File: config.mk
export PLATFORM = sky130hd
export DESIGN_NAME = config_loader_flat
export DESIGN_NICKNAME = d
export VERILOG_FILES = /design/src/rtl/config_loader_if.sv /design/src/rtl/config_loader.sv /design/src/flat_wrapper.sv
export SDC_FILE = /design/constraint.sdc
export NUM_CORES = 1
export LEC_CHECK = 0
export CAP_MARGIN = 20
export CELL_PAD_IN_SITES_DETAIL_PLACEMENT = 0
export CELL_PAD_IN_SITES_GLOBAL_PLACEMENT = 2
export CORE_ASPECT_RATIO = 0.6
export CORE_MARGIN = 10
export CORE_UTILIZATION = 27
export CTS_BUF_LIST = sky130_fd_sc_hd__clkbuf_16
export CTS_CLUSTER_DIAMETER = 120
export CTS_CLUSTER_SIZE = 12
export DETAILED_ROUTE_END_ITERATION = 10
export GPL_TIMING_DRIVEN = 0
export PLACE_DENSITY = 0.73
export SLEW_MARGIN = 5
export SYNTH_ARGS = -nofsm -noshare
export SYNTH_HDL_FRONTEND = slang
export SYNTH_SLANG_ARGS = --single-unit
File: constraint.sdc
create_clock -name clk -period 2.1 [get_ports clk]
set_input_delay 0.42 -clock clk [delete_from_list [all_inputs] [get_ports clk]]
set_output_delay 0.42 -clock clk [all_outputs]
set_load 0.02 [all_outputs]
File: src/rtl/config_loader_if.sv
// Word-stream handshake and latch-bank drive bundle for config_loader.
interface config_loader_if #(
  parameter int unsigned WORD_W    = 32,
  parameter int unsigned NUM_WORDS = 46
);
  localparam int unsigned IDX_W = 6;

  logic                 io_start;
  logic                 io_abort;
  logic                 io_word_valid;
  logic                 io_word_ready;
  logic [WORD_W-1:0]    io_word;
  logic [WORD_W-1:0]    io_d_out;
  logic [NUM_WORDS-1:0] io_configs_en;
  logic [IDX_W-1:0]     io_index;
  logic                 io_busy;
  logic                 io_done;

  modport master (
    output io_start, io_abort, io_word_valid, io_word,
    input  io_word_ready, io_d_out, io_configs_en, io_index, io_busy, io_done
  );

  modport slave (
    input  io_start, io_abort, io_word_valid, io_word,
    output io_word_ready, io_d_out, io_configs_en, io_index, io_busy, io_done
  );
endinterface

File: src/rtl/config_loader.sv
// Sequences configuration words onto a level-sensitive latch bank with
// a guaranteed data setup cycle before and hold cycle after every enable.
module config_loader #(
  parameter int unsigned WORD_W       = 32,
  parameter int unsigned NUM_WORDS    = 46,
  parameter int unsigned PULSE_CYCLES = 1
) (
  input  logic           clk,
  input  logic           reset_n,
  config_loader_if.slave io
);

  localparam int unsigned IDX_W = 6;
  localparam int unsigned CNT_W = 4;
  localparam logic [IDX_W-1:0] LAST_IDX = IDX_W'(NUM_WORDS - 1);
  localparam logic [CNT_W-1:0] LAST_CNT = CNT_W'(PULSE_CYCLES - 1);

  typedef enum logic [2:0] {
    S_IDLE, S_WAIT, S_SETUP, S_STROBE, S_HOLD, S_DONE
  } state_t;

  state_t               state_q, state_d;
  logic [IDX_W-1:0]     idx_q, idx_d;
  logic [CNT_W-1:0]     cnt_q, cnt_d;
  logic [WORD_W-1:0]    data_q, data_d;
  logic [NUM_WORDS-1:0] en_q, en_d;
  logic                 ready_q, ready_d;
  logic                 busy_q, busy_d;
  logic                 done_q, done_d;

  // Next state plus next value of every output; outputs are all flopped
  // so the latch enables cannot glitch.
  always_comb begin
    state_d = state_q;
    idx_d   = idx_q;
    cnt_d   = cnt_q;
    data_d  = data_q;

    unique case (state_q)
      S_IDLE: begin
        if (io.io_start && !io.io_abort) begin
          state_d = S_WAIT;
          idx_d   = '0;
        end
      end
      S_WAIT: begin
        if (io.io_word_valid && ready_q) begin
          data_d  = io.io_word;
          state_d = S_SETUP;
        end
      end
      S_SETUP: begin
        cnt_d   = '0;
        state_d = S_STROBE;
      end
      S_STROBE: begin
        if (cnt_q == LAST_CNT) state_d = S_HOLD;
        else                   cnt_d   = cnt_q + CNT_W'(1);
      end
      S_HOLD: begin
        if (idx_q == LAST_IDX) begin
          state_d = S_DONE;
        end else begin
          idx_d   = idx_q + IDX_W'(1);
          state_d = S_WAIT;
        end
      end
      S_DONE:  state_d = S_IDLE;
      default: state_d = S_IDLE;
    endcase

    // Abort overrides everything, including a same-cycle handshake.
    if (io.io_abort && (state_q != S_IDLE)) begin
      state_d = S_IDLE;
      idx_d   = '0;
      cnt_d   = '0;
      data_d  = data_q;
    end

    ready_d = (state_d == S_WAIT);
    busy_d  = (state_d != S_IDLE);
    done_d  = (state_d == S_DONE);
    en_d    = '0;
    if (state_d == S_STROBE) en_d[idx_d] = 1'b1;
  end

  always_ff @(posedge clk or negedge reset_n) begin
    if (!reset_n) begin
      state_q <= S_IDLE;
      idx_q   <= '0;
      cnt_q   <= '0;
      data_q  <= '0;
      en_q    <= '0;
      ready_q <= 1'b0;
      busy_q  <= 1'b0;
      done_q  <= 1'b0;
    end else begin
      state_q <= state_d;
      idx_q   <= idx_d;
      cnt_q   <= cnt_d;
      data_q  <= data_d;
      en_q    <= en_d;
      ready_q <= ready_d;
      busy_q  <= busy_d;
      done_q  <= done_d;
    end
  end

  assign io.io_word_ready = ready_q;
  assign io.io_d_out      = data_q;
  assign io.io_configs_en = en_q;
  assign io.io_index      = idx_q;
  assign io.io_busy       = busy_q;
  assign io.io_done       = done_q;

endmodule

File: src/flat_wrapper.sv
// flat-port wrapper written by rule: the top's interface ports become plain ports
module config_loader_flat 
#(
  parameter int unsigned WORD_W       = 32,
  parameter int unsigned NUM_WORDS    = 46,
  parameter int unsigned PULSE_CYCLES = 1
)
  (clk, reset_n, io_io_start, io_io_abort, io_io_word_valid, io_io_word, io_io_word_ready, io_io_d_out, io_io_configs_en, io_io_index, io_io_busy, io_io_done);
  config_loader_if #(.WORD_W(WORD_W), .NUM_WORDS(NUM_WORDS)) io_i ();
  input  logic clk;
  input  logic reset_n;
  input wire logic [$bits(io_i.io_start)-1:0] io_io_start;
  input wire logic [$bits(io_i.io_abort)-1:0] io_io_abort;
  input wire logic [$bits(io_i.io_word_valid)-1:0] io_io_word_valid;
  input wire logic [$bits(io_i.io_word)-1:0] io_io_word;
  output wire logic [$bits(io_i.io_word_ready)-1:0] io_io_word_ready;
  output wire logic [$bits(io_i.io_d_out)-1:0] io_io_d_out;
  output wire logic [$bits(io_i.io_configs_en)-1:0] io_io_configs_en;
  output wire logic [$bits(io_i.io_index)-1:0] io_io_index;
  output wire logic [$bits(io_i.io_busy)-1:0] io_io_busy;
  output wire logic [$bits(io_i.io_done)-1:0] io_io_done;
  assign io_i.io_start = io_io_start;
  assign io_i.io_abort = io_io_abort;
  assign io_i.io_word_valid = io_io_word_valid;
  assign io_i.io_word = io_io_word;
  assign io_io_word_ready = io_i.io_word_ready;
  assign io_io_d_out = io_i.io_d_out;
  assign io_io_configs_en = io_i.io_configs_en;
  assign io_io_index = io_i.io_index;
  assign io_io_busy = io_i.io_busy;
  assign io_io_done = io_i.io_done;
  config_loader #(.WORD_W(WORD_W), .NUM_WORDS(NUM_WORDS), .PULSE_CYCLES(PULSE_CYCLES)) u_core (.clk(clk), .reset_n(reset_n), .io(io_i));
endmodule
==> flow_summary.ini <==
[status]
run_status = finished, violations left
violated_checks = negative setup slack

[clocking]
cts_tree = yes
cts_buffers = 9
source_to_sink_clock_delay_at_the_later_pin_of_the_worst_skew_pair_ps = 350
cts.reportedPaths.clkPinSlew_ps = 80
cts.sinks = 94
cts.root.buffer_cell = clkbuf_16
ctsLongestPathBuffers = 2
ctsHtreeMaxLevel = 3

[synth]
postSynthRegisterBits = 94
synth_mux_area_share_pct = 9.35
synth_adder_area_share_pct = 1.26
dominant_combinational_cell_family_by_area_after_synthesis = simple AND/OR/NAND/NOR gates
yosys_most_used_dff = dfrtp_1
share_of_the_synthesized_netlist_area_taken_by_xor_and_xnor_gates_pct = 0.442
synth.yosys.seq_area_share_pct = 59.4
netlist_instances = 327
post_synth_num_cell_types = 59
synth.net_count = 368
synth-edff-count = 0
synth_compound_gate_area_share_pct = 9.13
syn_area_per_cell_um2 = 12.1
synth-warning-count = 0
synth_simple_gate_area_share_pct = 16.8
synth-async-reset-ratio_pct = 100
netlist_area_um2 = 3960

[critical_path]
worst_ep_required_time_ps = 2350
setup.worst_path.class = reg2reg
worstSetupStartpointType = flip-flop
timing.critical_path.to_type = flip-flop
timing.critical_path.arrival_ps = 2430
worst-path-max-fanout = 10

[finish]
finalNetCount = 537
area_delta_synth_final_pct = 68.4
final_layout_size_suffix_gt1_share_pct = 34.9
finish.instance_area_um2 = 6670
num_antenna_cells = 0
layout.cells.non_filler = 699

[placed_design]
post-dp-hpwl_um = 9190
placement.io_buffers = 123
dpl-instance-area_um2 = 5500
gp_congestion = 0.829
post_placement_cell_count = 649

[power_and_ir_drop]
clock_power_share_pct = 35.1
sequentialPowerShare_pct = 41.5
peakVddDrop_uv = 556
power_frac_comb_pct = 23.4
power_switching_share_pct = 28.3
power_per_cell_area_nw_per_um2 = 777
intPower_mw = 3.72
totalPowerFinal_mw = 5.19
cellLeakagePower_nw = 2.84
p_switching_mw = 1.47

[routing]
drtAntennaViolNets = 0
routed_length_per_instance_um = 18.5
dr.pass1.iters = 4
drc_errors = 0
detailedRoute.firstIterationViolations = 174
post_drt_via_cell_ratio = 4.65
total_number_of_vias = 3253
totalWireLength_um = 12900

[floorplanning]
die_h_um = 114
die_area_um2 = 20100
die_x_um = 176
floorplan.rows = 34
core_region_area_um2 = 14400
initial_utilization_pct = 27.5
pin_count = 124

[timing]
rsz_0062_raised_after_global_routing = true
final_critical_path_setup_slack_ps = -80.1
timing.fmax_ghz = 0.459
final-hold-violation-count = 0
fin_tns_setup_ps = -332
holdWs_ps = 70.2
layout_worst_path_cycle_share_pct = 104
final-setup-viol-count = 11
slew_violations = 0
relSlewSlack_pct = 61.0
finalWorstPathRequiredPeriod_ps = 2180
worst_slew_pin_slew_ps = 585
clock-skew-final_ps = 12.9

[global_route]
grt_antenna_before_repair = 0
groute.layer.met3.usage_pct = 6.50
groute.layer.met1.usage_pct = 17.2
global_route.peak_usage_layer = met1
first_pass_grt_wire_length_um = 20100
grt_overflow_total = 0
track_usage_pct = 12.6
maximum_number_of_pins_on_one_net_before_global_route_repair = 52
met2_usage_pct = 17.1
number_of_global_route_vias_before_repair = 3481

[run]
max_cap_check_violation_count = 0

[min_path]
holdCritPathClass = in2async
synth_stat cells, drive strengths merged, types with 2 or more instances:
cell type,instances,area (µm²)
nand2,15,56.3
and3,2,12.5
a211oi,5,37.5
a21oi,7,38.8
nor4b,4,35.0
nor4,19,119
dfrtp,94,2350
and2,4,27.5
o32a,2,20.0
mux2,32,360
a2111oi,4,41.3
nor2,16,60.1
nand4,3,18.8
nor2b,2,12.5
nand3,13,70.1
buf,14,91.3
nand2b,2,12.5
a31oi,2,12.5
nor3,19,100
ha,4,50.1
inv,9,33.8
a21o,3,22.5
o21ai,11,55.1
o22ai,3,18.8
nor3b,3,22.5
or2,7,43.8
nand3b,2,27.5
xnor2,2,17.5
clkbuf,5,18.8
timing repair:
item | 4_1_cts | 5_1_grt
buffers inserted | 23 | 13
pin swaps | 9 | 9
setup endpoints to repair | 81 | 48
hold buffers | 0 | 0
resized for setup | 70 | 40
cloned | 0 | 1
layer usage:
metal	wire length [µm]	vias up	part of all wire, %
li1	-	1546	-
met1	6360	1590	49
met2	5150	106	40
met3	1290	11	10
met4	129	0	1.0
met5	0	-	0
final timing paths:
path	from	to	slack, ps	cells after the start
hold / removal	reset_n	u_core.io.io_configs_en[26]	70	1
setup / recovery	u_core.io.io_index[0]	u_core.io.io_configs_en[39]	-80	8
max in group asynchronous	reset_n	u_core.state_q[1]	1340	2
hold reg to reg	u_core.cnt_q[3]	u_core.cnt_q[3]	490	1
min in group clk	u_core.cnt_q[3]	u_core.cnt_q[3]	490	1
setup reg to reg	u_core.io.io_index[0]	u_core.io.io_configs_en[39]	-80	8
cell usage in the layout (no fill, tap or decap), types with 3 or more instances in the layout:
| cell | netlist | layout |
|---|---|---|
| nor2_4 | 0 | 3 |
| clkbuf_16 | 0 | 10 |
| buf_6 | 3 | 4 |
| clkdlybuf4s50_1 | 0 | 121 |
| a21oi_1 | 6 | 6 |
| nor4b_2 | 0 | 3 |
| nor4_2 | 0 | 6 |
| buf_2 | 10 | 5 |
| nor2_1 | 16 | 13 |
| nand3_1 | 12 | 10 |
| nor3_4 | 0 | 3 |
| or2_2 | 5 | 4 |
| dfrtp_2 | 0 | 3 |
| nand2_1 | 15 | 11 |
| or2_4 | 0 | 3 |
| buf_4 | 1 | 33 |
| nor4_1 | 19 | 7 |
| dfrtp_1 | 94 | 91 |
| inv_6 | 0 | 3 |
| buf_12 | 0 | 5 |
| inv_1 | 9 | 6 |
| mux2_2 | 32 | 32 |
| nor3_2 | 1 | 3 |
| nor4_4 | 0 | 6 |
| nand4_1 | 3 | 3 |
| nor3_1 | 18 | 13 |
| o21ai_0 | 9 | 8 |
logic make-up (layout without fill, tap and decap cells):
logic type                 after synthesis  count (layout)
DFF                                     94              94
AOI/OAI and AO/OA                       50              50
muxes                                   33              33
xor gates and xnor gates                 2               2
and+or+nand+nor                        116             116
adders and majority gates                4               4
buffers and inverters                   28             202
stage by stage:
stage	setup slack, ps	util (%)
after floorplan	-79.6	-
final	-80.1	46.3
after CTS	-75.4	43.8
after detailed placement	-880	38.1
after global routing	-163	46.3
after global placement	-3340	37.9
layout make-up:
class / instances / area (µm²)
clock buffers: 9 / 225
flip-flops and latches: 94 / 2360
well taps: 198 / 248
inverters: 9 / 41.3
clock inverters: 7 / 104
plain buffers: 16 / 144
multi-input cells: 205 / 1940
fillers: 1294 / 7750
repair buffers: 161 / 1610
registers in the layout, indices dropped and copies added, names as in the netlist:
register                 cells
u_core.cnt_q                 4
u_core.io.io_configs_en     46
u_core.io.io_d_out          32
u_core.io.io_index           6
u_core.io.io_word_ready      1
u_core.state_q               3
u_core.io.io_done            1
u_core.io.io_busy            1
power by group through the flow:
stage	Combinational (mW)	Clock, mW	Sequential (mW)
6_report	1.21	1.82	2.15
3_3_place_gp	1.17	0	2.17
5_1_grt	1.30	1.95	2.18
3_5_place_dp	1.18	0	2.17
4_1_cts	1.22	1.87	2.15
2_1_floorplan	0.268	0	2.43
critical path, cell delays in order, from the launching register on:
cell      delay, ps
dfrtp_2         420
buf_12          120
ha_4            140
nand3b_4        100
or4_1           480
o41a_1          160
and2_4          240
buf_12          170
nor4_2          260
(Power assumes the default switching activity.)
